==> config.mk <==
export PLATFORM = sky130hd
export DESIGN_NAME = pipe_mem_arb_flat
export DESIGN_NICKNAME = d
export VERILOG_FILES = /design/src/rtl/pipe_mem_pkg.sv /design/src/rtl/pipe_mem_arb_if.sv /design/src/rtl/pipe_wait_cnt.sv /design/src/rtl/pipe_mem_arb.sv /design/src/flat_wrapper.sv
export SDC_FILE = /design/constraint.sdc
export NUM_CORES = 1
export LEC_CHECK = 0
export CORE_AREA = 3 3 95 143
export CTS_CLUSTER_SIZE = 24
export DETAILED_ROUTE_END_ITERATION = 6
export DIE_AREA = 0 0 98 146
export PLACE_DENSITY = 0.84
export REMOVE_ABC_BUFFERS = 1
export SLEW_MARGIN = 40
export SYNTH_ARGS = -nofsm -noshare
export SYNTH_HDL_FRONTEND = slang
export SYNTH_SLANG_ARGS = --single-unit
==> constraint.sdc <==
create_clock -name clock -period 4.2 [get_ports clock]
set_input_delay 0.63 -clock clock [delete_from_list [all_inputs] [get_ports clock]]
set_output_delay 0.63 -clock clock [all_outputs]
set_load 0.03 [all_outputs]
==> src/rtl/pipe_mem_pkg.sv <==
// Shared types and widths for the fetch/data memory arbiter slice.
package pipe_mem_pkg;

    localparam int ADDR_W = 32;
    localparam int DATA_W = 32;
    localparam int CNT_W  = 4;

    typedef enum logic [1:0] {
        IDLE = 2'd0,
        IACC = 2'd1,
        DACC = 2'd2
    } state_t;

endpackage

==> src/rtl/pipe_mem_arb_if.sv <==
// Bundle of fetch port, data port and shared memory port signals.
interface pipe_mem_arb_if;
    import pipe_mem_pkg::*;

    // Handshake: a requester raises *_req with stable address/data and holds it
    // until it sees the one-cycle *_ready pulse; *_rdata is valid in that cycle.
    logic              i_req;
    logic [ADDR_W-1:0] i_addr;
    logic [DATA_W-1:0] i_rdata;
    logic              i_ready;
    logic              i_stall;

    logic              d_req;
    logic              d_we;
    logic [ADDR_W-1:0] d_addr;
    logic [DATA_W-1:0] d_wdata;
    logic [DATA_W-1:0] d_rdata;
    logic              d_ready;
    logic              d_stall;

    logic              m_en;
    logic              m_we;
    logic [ADDR_W-1:0] m_addr;
    logic [DATA_W-1:0] m_wdata;
    logic [DATA_W-1:0] m_rdata;

    modport slave (
        input  i_req, i_addr, d_req, d_we, d_addr, d_wdata, m_rdata,
        output i_rdata, i_ready, i_stall, d_rdata, d_ready, d_stall,
               m_en, m_we, m_addr, m_wdata
    );

    modport master (
        output i_req, i_addr, d_req, d_we, d_addr, d_wdata, m_rdata,
        input  i_rdata, i_ready, i_stall, d_rdata, d_ready, d_stall,
               m_en, m_we, m_addr, m_wdata
    );

endinterface

==> src/rtl/pipe_wait_cnt.sv <==
// Loadable down-counter timing one memory access; zero marks the last cycle.
module pipe_wait_cnt
    import pipe_mem_pkg::*;
(
    input  logic             clock,
    input  logic             reset,
    input  logic             load,
    input  logic             dec,
    input  logic [CNT_W-1:0] load_val,
    output logic             zero
);

    logic [CNT_W-1:0] count;

    always_ff @(posedge clock) begin
        if (reset)
            count <= '0;
        else if (load)
            count <= load_val;
        else if (dec && count != '0)
            count <= count - CNT_W'(1);
    end

    assign zero = (count == '0);

endmodule

==> src/rtl/pipe_mem_arb.sv <==
// Single-port memory arbiter between fetch and MEM stages.
// Define PIPE_MEM_ARB_RR_EN for round-robin ties; default is data-port priority.
module pipe_mem_arb
    import pipe_mem_pkg::*;
#(
    parameter int WAIT = 2
) (
    input  logic           clock,
    input  logic           reset,
    pipe_mem_arb_if.slave  bus,
    output state_t         state_dbg
);

    localparam logic [CNT_W-1:0] LOAD_VAL = CNT_W'(WAIT - 1);

    state_t            state, state_next;
    logic              i_ready_q, d_ready_q, we_q;
    logic [ADDR_W-1:0] addr_q;
    logic [DATA_W-1:0] wdata_q, i_rdata_q, d_rdata_q;
    logic              idle, i_elig, d_elig, grant_i, grant_d;
    logic              cnt_load, cnt_dec, cnt_zero;

    // A port in its ready cycle is masked so a held request is not re-served at once.
    assign idle   = (state == IDLE);
    assign i_elig = idle & bus.i_req & ~i_ready_q;
    assign d_elig = idle & bus.d_req & ~d_ready_q;

`ifdef PIPE_MEM_ARB_RR_EN
    logic last_d;

    assign grant_d = d_elig & (~i_elig | ~last_d);
    assign grant_i = i_elig & (~d_elig | last_d);

    always_ff @(posedge clock) begin
        if (reset)
            last_d <= 1'b0;
        else if (grant_i || grant_d)
            last_d <= grant_d;
    end
`else
    assign grant_d = d_elig;
    assign grant_i = i_elig & ~d_elig;
`endif

    always_ff @(posedge clock) begin
        if (reset)
            state <= IDLE;
        else
            state <= state_next;
    end

    always_comb begin
        state_next = state;
        cnt_load   = 1'b0;
        cnt_dec    = 1'b0;
        case (state)
            IDLE: begin
                cnt_load = grant_i | grant_d;
                if (grant_d)
                    state_next = DACC;
                else if (grant_i)
                    state_next = IACC;
            end
            IACC, DACC: begin
                if (cnt_zero)
                    state_next = IDLE;
                else
                    cnt_dec = 1'b1;
            end
            default: state_next = IDLE;
        endcase
    end

    pipe_wait_cnt u_wait_cnt (
        .clock    (clock),
        .reset    (reset),
        .load     (cnt_load),
        .dec      (cnt_dec),
        .load_val (LOAD_VAL),
        .zero     (cnt_zero)
    );

    always_ff @(posedge clock) begin
        if (reset) begin
            i_ready_q <= 1'b0;
            d_ready_q <= 1'b0;
            we_q      <= 1'b0;
            addr_q    <= '0;
            wdata_q   <= '0;
            i_rdata_q <= '0;
            d_rdata_q <= '0;
        end else begin
            i_ready_q <= (state == IACC) & cnt_zero;
            d_ready_q <= (state == DACC) & cnt_zero;
            if (grant_d) begin
                addr_q  <= bus.d_addr;
                wdata_q <= bus.d_wdata;
                we_q    <= bus.d_we;
            end else if (grant_i) begin
                addr_q  <= bus.i_addr;
                we_q    <= 1'b0;
            end
            if (state == IACC && cnt_zero)
                i_rdata_q <= bus.m_rdata;
            // Stores leave the load-data register untouched.
            if (state == DACC && cnt_zero && !we_q)
                d_rdata_q <= bus.m_rdata;
        end
    end

    assign bus.m_en    = ~idle;
    assign bus.m_we    = (state == DACC) & we_q;
    assign bus.m_addr  = addr_q;
    assign bus.m_wdata = wdata_q;
    assign bus.i_rdata = i_rdata_q;
    assign bus.d_rdata = d_rdata_q;
    assign bus.i_ready = i_ready_q;
    assign bus.d_ready = d_ready_q;
    assign bus.i_stall = bus.i_req & ~i_ready_q;
    assign bus.d_stall = bus.d_req & ~d_ready_q;
    assign state_dbg   = state;

endmodule

==> src/flat_wrapper.sv <==
// flat-port wrapper written by rule: the top's interface ports become plain ports
module pipe_mem_arb_flat import pipe_mem_pkg::*;
#(
    parameter int WAIT = 2
)
  (clock, reset, state_dbg, bus_i_req, bus_i_addr, bus_d_req, bus_d_we, bus_d_addr, bus_d_wdata, bus_m_rdata, bus_i_rdata, bus_i_ready, bus_i_stall, bus_d_rdata, bus_d_ready, bus_d_stall, bus_m_en, bus_m_we, bus_m_addr, bus_m_wdata);
  pipe_mem_arb_if bus_i ();
  input  logic clock;
  input  logic reset;
  output state_t state_dbg;
  input wire logic [$bits(bus_i.i_req)-1:0] bus_i_req;
  input wire logic [$bits(bus_i.i_addr)-1:0] bus_i_addr;
  input wire logic [$bits(bus_i.d_req)-1:0] bus_d_req;
  input wire logic [$bits(bus_i.d_we)-1:0] bus_d_we;
  input wire logic [$bits(bus_i.d_addr)-1:0] bus_d_addr;
  input wire logic [$bits(bus_i.d_wdata)-1:0] bus_d_wdata;
  input wire logic [$bits(bus_i.m_rdata)-1:0] bus_m_rdata;
  output wire logic [$bits(bus_i.i_rdata)-1:0] bus_i_rdata;
  output wire logic [$bits(bus_i.i_ready)-1:0] bus_i_ready;
  output wire logic [$bits(bus_i.i_stall)-1:0] bus_i_stall;
  output wire logic [$bits(bus_i.d_rdata)-1:0] bus_d_rdata;
  output wire logic [$bits(bus_i.d_ready)-1:0] bus_d_ready;
  output wire logic [$bits(bus_i.d_stall)-1:0] bus_d_stall;
  output wire logic [$bits(bus_i.m_en)-1:0] bus_m_en;
  output wire logic [$bits(bus_i.m_we)-1:0] bus_m_we;
  output wire logic [$bits(bus_i.m_addr)-1:0] bus_m_addr;
  output wire logic [$bits(bus_i.m_wdata)-1:0] bus_m_wdata;
  assign bus_i.i_req = bus_i_req;
  assign bus_i.i_addr = bus_i_addr;
  assign bus_i.d_req = bus_d_req;
  assign bus_i.d_we = bus_d_we;
  assign bus_i.d_addr = bus_d_addr;
  assign bus_i.d_wdata = bus_d_wdata;
  assign bus_i.m_rdata = bus_m_rdata;
  assign bus_i_rdata = bus_i.i_rdata;
  assign bus_i_ready = bus_i.i_ready;
  assign bus_i_stall = bus_i.i_stall;
  assign bus_d_rdata = bus_i.d_rdata;
  assign bus_d_ready = bus_i.d_ready;
  assign bus_d_stall = bus_i.d_stall;
  assign bus_m_en = bus_i.m_en;
  assign bus_m_we = bus_i.m_we;
  assign bus_m_addr = bus_i.m_addr;
  assign bus_m_wdata = bus_i.m_wdata;
  pipe_mem_arb #(.WAIT(WAIT)) u_core (.clock(clock), .reset(reset), .bus(bus_i), .state_dbg(state_dbg));
endmodule
==> flow_summary.json, run 1 <==
{
  "status": "finished clean",
  "insertedDiodeCount": 0,
  "die_x_um": 98,
  "fmax_ghz": 0.391,
  "worstSetupStartpointType": "input port",
  "cts_max_level": 4,
  "max_slew_margin": 0.470,
  "cts_buffers": 17,
  "period_share": 0.609,
  "cp.arrival_ps": 1930,
  "grt_usage": 0.241,
  "p_per_area_nw_per_um2": 695,
  "cp_slowest_cell": "clkdlybuf4s50_1",
  "ys_async_sr_fraction": 0,
  "holdWs_ps": 452,
  "routed_wl_um": 17500,
  "routabilityCongestion": 0.790,
  "yosysWarnings": 0,
  "cts_resized": 0,
  "clk_pin_slew_ps": 60,
  "skew_ps": 7.26,
  "slew_violations": 0,
  "synth_top_area_cell": "dfxtp_1",
  "yosysSeqAreaShare": 0.514,
  "grt_max_degree": 74,
  "vias_per_cell": 5.29,
  "drc": 0,
  "cts-hold-fix-buffers": 0,
  "clock_latency_ps": 400,
  "dpl.hpwl_um": 11900,
  "required_ps": 3570,
  "detail-route-antenna-nets": 0,
  "worstSetupPathType": "input port to output port",
  "syn_area_per_cell_um2": 8.00,
  "ys_ff_latch": 137,
  "ys.flop_type": "dfxtp_1",
  "worstPathMaxFanout": 3,
  "power_w": 0.00605,
  "placed_area_um2": 8090,
  "grt-ovfl-total": 0,
  "final_area_um2": 8710,
  "setup_viol_count_final": 0,
  "cts_tree": "yes",
  "critPathCaptureType": "output port",
  "io_pins": 269,
  "clkSinkCount": 137,
  "synth_top_area_frac": 0.514,
  "final_hold_viol_count": 0,
  "syn_inst": 667,
  "layout_min_cycle_time_ps": 2560,
  "syn_area_um2": 5340,
  "core_area_um2": 12400,
  "synth_edf_count": 0,
  "antenna_found_initial": 0,
  "worst_pin_slew_ps": 795,
  "area_growth_pct": 63.1,
  "post_cts_buffers": 0,
  "p_leak_nw": 3.11,
  "drt_iter0_markers": 270,
  "wire_per_inst_um": 16.4,
  "grt_pass1_wl_um": 28200,
  "cap_violations": 0,
  "grt_pass1_vias": 5627,
  "fp.dieH_um": 146,
  "critPathMaxStageDelay_ps": 680,
  "synth.top_cells.by_area": "dfxtp_1 51%, nand2_1 14%, a21oi_1 9.2%",
  "rsz0062_at_grt": "false",
  "num_rows": 50,
  "cts_root_buf": "clkbuf_16",
  "finalSetupTns_ps": 0,
  "ctsLongestPathBuffers": 2,
  "drtPass1Iterations": 5,
  "port_buffers": 268,
  "vias": 5664,
  "synth.distinct_cells": 35,
  "crit_top_cell": "clkdlybuf4s50_1",
  "start_util": 0.429,
  "hold_path_class": "register to register",
  "irDropWorstVdd_v": 0.000393,
  "drive_gt1_frac": 0.0525,
  "path_cells": "clkdlybuf4s50_1, nor2b_1, clkdlybuf4s50_1",
  "die_area_um2": 14300,
  "nNetsFinal": 1039
}
-- layout make-up --
class | instances | area [um2]
multi-input cells | 460 | 2340
clock buffers | 20 | 457
flip-flops and latches | 137 | 2740
clock inverters | 12 | 164
repair buffers | 278 | 2780
fillers | 995 | 3740
well taps | 156 | 195
inverters | 7 | 26.3
-- logic make-up (layout without fill, tap and decap cells) --
group,count (synthesis),count (layout),synth area share
AND/OR/NAND/NOR,282,282,0.229
AO/OA/AOI/OAI,171,171,0.188
flip-flops,137,137,0.514
buffers and inverters,70,317,0.0537
adder cells (fa/ha/maj),5,5,0.0117
multiplexers,2,2,0.00375
-- Yosys cell counts (all sizes together) (2+ instances only) --
master,count
nand2,196
dfxtp,137
a21oi,98
clkbuf,43
nand3,34
o21ai,33
a311oi,32
nor3,32
buf,20
inv,7
ha,5
nor2,3
and3b,2
mux2i,2
nand2b,2
nand3b,2
nand4bb,2
nor4bb,2
-- power breakdown --
group	internal (W)	switching [W]
clock network	0.000976	0.000588
registers	0.00161	0.000163
logic	0.00104	0.00166
total	0.00363	0.00241
-- cells in the final DEF (no fill, tap or decap), types with 3 or more instances in the layout --
| master | netlist | routed |
|---|---|---|
| a21oi_1 | 98 | 98 |
| a311oi_1 | 32 | 32 |
| buf_4 | 0 | 9 |
| bufinv_16 | 0 | 3 |
| clkbuf_16 | 0 | 17 |
| clkdlybuf4s50_1 | 0 | 267 |
| clkinvlp_4 | 0 | 4 |
| dfxtp_1 | 137 | 137 |
| ha_1 | 5 | 5 |
| inv_1 | 7 | 6 |
| inv_6 | 0 | 4 |
| nand2_1 | 196 | 196 |
| nand3_1 | 34 | 34 |
| nor2_1 | 3 | 3 |
| nor3_1 | 32 | 32 |
| o21ai_0 | 31 | 31 |
-- worst max-delay path: cells and delay by family --
family / cells / cell delay (ps)
AND/OR/NAND/NOR: 1 / 130
buffers and inverters: 2 / 1170
-- path summary, 6_finish.rpt --
path | depth (start not counted) | from | slack, ps | endpoint
max | 3 | bus_i_req | 1640 | bus_i_stall
min | 2 | u_core.bus.m_wdata[18]$_SDFFE_PP0N_ | 450 | u_core.bus.m_wdata[18]$_SDFFE_PP0N_
max reg2reg | 6 | u_core.state_dbg[1]$_SDFFE_PP0P_ | 1810 | u_core.bus.m_addr[17]$_SDFFE_PP0P_
min reg2reg | 2 | u_core.bus.m_wdata[18]$_SDFFE_PP0N_ | 450 | u_core.bus.m_wdata[18]$_SDFFE_PP0N_
-- metal layers --
metal,GRT usage,wire length (um),part of all wire,vias up
met5,0,0,0,-
met4,0.0762,282,0.016,0
met3,0.0964,1660,0.095,22
met2,0.421,8880,0.51,256
met1,0.266,6700,0.38,2626
li1,-,-,-,2760
-- sequential cells by signal (all words and copies together), names as in the netlist --
name / count
u_core.bus.d_rdata: 32
u_core.u_wait_cnt.count: 4
u_core.bus.d_ready: 1
u_core.bus.i_ready: 1
u_core.we_q: 1
u_core.bus.m_addr: 32
u_core.bus.i_rdata: 32
u_core.bus.m_wdata: 32
u_core.state_dbg: 2
-- metrics by stage --
stage | cells | utilization | setup WS (ps)
global route | 1070 | 0.699 | 1560
CTS | 1070 | 0.699 | 1640
detailed placement | 1038 | 0.649 | 1530
global placement | 1038 | 0.649 | 1590
floorplan | 604 | - | 489
finish | 1070 | 0.699 | 1640
Note: power is estimated with default switching activity, not from simulation.
==> inputs of run 2 (changes only) <==
- CORE_AREA: 3 3 95 143 -> 3 3 104 156
- DIE_AREA: 0 0 98 146 -> 0 0 107 159
- PLACE_DENSITY: 0.84 -> 0.75
- clock period: 4.2 -> 2.3 ns (I/O delays scaled with it)
==> flow_summary.json, run 2 (synthesis results as in run 1) <==
{
  "status": "finished clean",
  "irDropWorstVdd_v": 0.000562,
  "final_hold_viol_count": 0,
  "nNetsFinal": 1047,
  "r2r_end": "u_core.bus.m_addr[5]$_SDFFE_PP0P_",
  "grt_max_degree": 65,
  "drtPass1Iterations": 4,
  "period_share": 0.903,
  "nFillCells": 1336,
  "sequentialPowerShare": 0.294,
  "final_cell_mix": "265 x clkdlybuf4s50_1, 196 x nand2_1, 137 x dfxtp_1",
  "cts-hold-fix-buffers": 0,
  "die_area_um2": 17000,
  "grt-ovfl-total": 0,
  "dpl.hpwl_um": 11700,
  "port_buffers": 268,
  "start_util": 0.354,
  "wire_per_inst_um": 15.4,
  "clkPwrFrac": 0.239,
  "final_util": 0.588,
  "multi_input_area_um2": 2340,
  "setup_viol_count_final": 0,
  "final_common_cell": "clkdlybuf4s50_1",
  "clk_pin_slew_ps": 60,
  "cp-endpoint": "bus_i_stall",
  "max_slew_margin": 0.513,
  "cts_buffers": 17,
  "die_x_um": 107,
  "hold_path_class": "register to register",
  "final_area_um2": 8860,
  "fmax_ghz": 0.482,
  "critPathCaptureType": "output port",
  "comb_power_share": 0.467,
  "reg2reg_from": "u_core.state_dbg[1]$_SDFFE_PP0P_",
  "cp.arrival_ps": 1730,
  "routabilityCongestion": 0.783,
  "cap_violations": 0,
  "cts_tree": "yes",
  "switching_share": 0.404,
  "io_pins": 269,
  "p_per_area_nw_per_um2": 1240,
  "regArea_um2": 2740,
  "worstPathMaxFanout": 3,
  "ctsLongestPathBuffers": 2,
  "grt_pass1_vias": 5477,
  "p_int_w": 0.00656,
  "cts_root_buf": "clkbuf_16",
  "worstSetupPathType": "input port to output port",
  "insertedDiodeCount": 0,
  "grt_pass1_wl_um": 27900,
  "fp.dieH_um": 159,
  "cts_max_level": 4,
  "worstSetupStartpointType": "input port",
  "skew_ps": 9.04,
  "drc": 0,
  "num_rows": 55,
  "p_leak_nw": 3.18,
  "cp-startpoint": "bus_i_req",
  "routed_wl_um": 17300,
  "detail-route-antenna-nets": 0,
  "layout_min_cycle_time_ps": 2080,
  "drive_gt1_frac": 0.0607,
  "required_ps": 1960,
  "regToRegSetupSlack_ps": 390,
  "clock_latency_ps": 410,
  "drt_iter0_markers": 248,
  "vias_per_cell": 4.99,
  "antenna_found_initial": 0,
  "switchingPower_w": 0.00444,
  "area_growth_pct": 65.9,
  "slew_violations": 0,
  "worst_pin_slew_ps": 731,
  "core_area_um2": 15100,
  "reg2reg_depth": 6,
  "clkSinkCount": 137,
  "placed_area_um2": 8280,
  "grt_usage": 0.202,
  "rsz0062_at_grt": "false",
  "vias": 5589
}
## run 2: cell count changes in the layout (fill, tap and decap cells not counted), sizes merged, moves of 2 or more
| cell | before | now |
|---|---|---|
| inv | 11 | 9 |
| bufinv | 3 | 1 |
| buf | 11 | 19 |
| clkdlybuf4s50 | 267 | 265 |
| clkinv | 1 | 5 |
| dlymetal6s2s | 0 | 2 |
## run 2: per-stage QoR
stage | TNS [ps] | setup slack [ps] | power (W) | cells | hold slack, ps
floorplan | -141870 | -1410 | 0.00612 | 604 | 414
global placement | 0 | 223 | 0.00838 | 1089 | 440
detailed placement | 0 | 209 | 0.00845 | 1089 | 446
CTS | 0 | 22.1 | 0.0111 | 1121 | 454
global route | 0 | 171 | 0.0117 | 1121 | 468
finish | 0 | 224 | 0.0110 | 1121 | 451
## run 2: critical path: stages
cell,delay [ps]
clkdlybuf4s50_1,500
nor2b_1,160
clkdlybuf4s50_1,720
## run 2: area by class of cell
cell class / count / area share
inverter: 7 / 0.00297
multi-input combinational: 460 / 0.265
tap: 199 / 0.0281
timing repair buffer: 286 / 0.330
clock buffer: 19 / 0.0511
clock inverter: 13 / 0.0137
sequential: 137 / 0.310
## run 2: timing repair
item / CTS / global route
setup buffers: 0 / 0
resized for setup: 0 / 2
setup endpoints to repair: 0 / 2
## run 2: worst min-delay path by stage
stage	startpoint	to	slack [ps]	cells after the start
CTS	u_core.bus.m_wdata[15]$_SDFFE_PP0N_	u_core.bus.m_wdata[15]$_SDFFE_PP0N_	450	2
finish	u_core.bus.m_wdata[15]$_SDFFE_PP0N_	u_core.bus.m_wdata[15]$_SDFFE_PP0N_	450	2
global placement	u_core.bus.i_rdata[16]$_SDFFE_PP0P_	u_core.bus.i_rdata[16]$_SDFFE_PP0P_	440	2
global route	bus_d_wdata[0]	u_core.bus.m_wdata[0]$_SDFFE_PP0N_	470	3
detailed placement	u_core.bus.m_wdata[15]$_SDFFE_PP0N_	u_core.bus.m_wdata[15]$_SDFFE_PP0N_	450	2
floorplan	reset	u_core.u_wait_cnt.count[1]$_SDFFE_PP0P_	410	1
## run 2: routing by layer
metal	vias up	part of all wire	track usage	wire (um)
met5	-	0	0	0
met4	0	0.019	0.0652	328
met3	25	0.083	0.0702	1430
met2	214	0.50	0.354	8620
met1	2573	0.40	0.227	6910
li1	2777	-	-	-
## run 2: power groups by stage
| stage | Combinational (W) | Sequential [W] | Clock, W |
|---|---|---|---|
| after floorplan | 0.00178 | 0.00434 | 0 |
| after global placement | 0.00512 | 0.00326 | 0 |
| after detailed placement | 0.00516 | 0.00329 | 0 |
| after CTS | 0.00518 | 0.00324 | 0.00271 |
| after global routing | 0.00554 | 0.00331 | 0.00280 |
| final | 0.00513 | 0.00324 | 0.00263 |
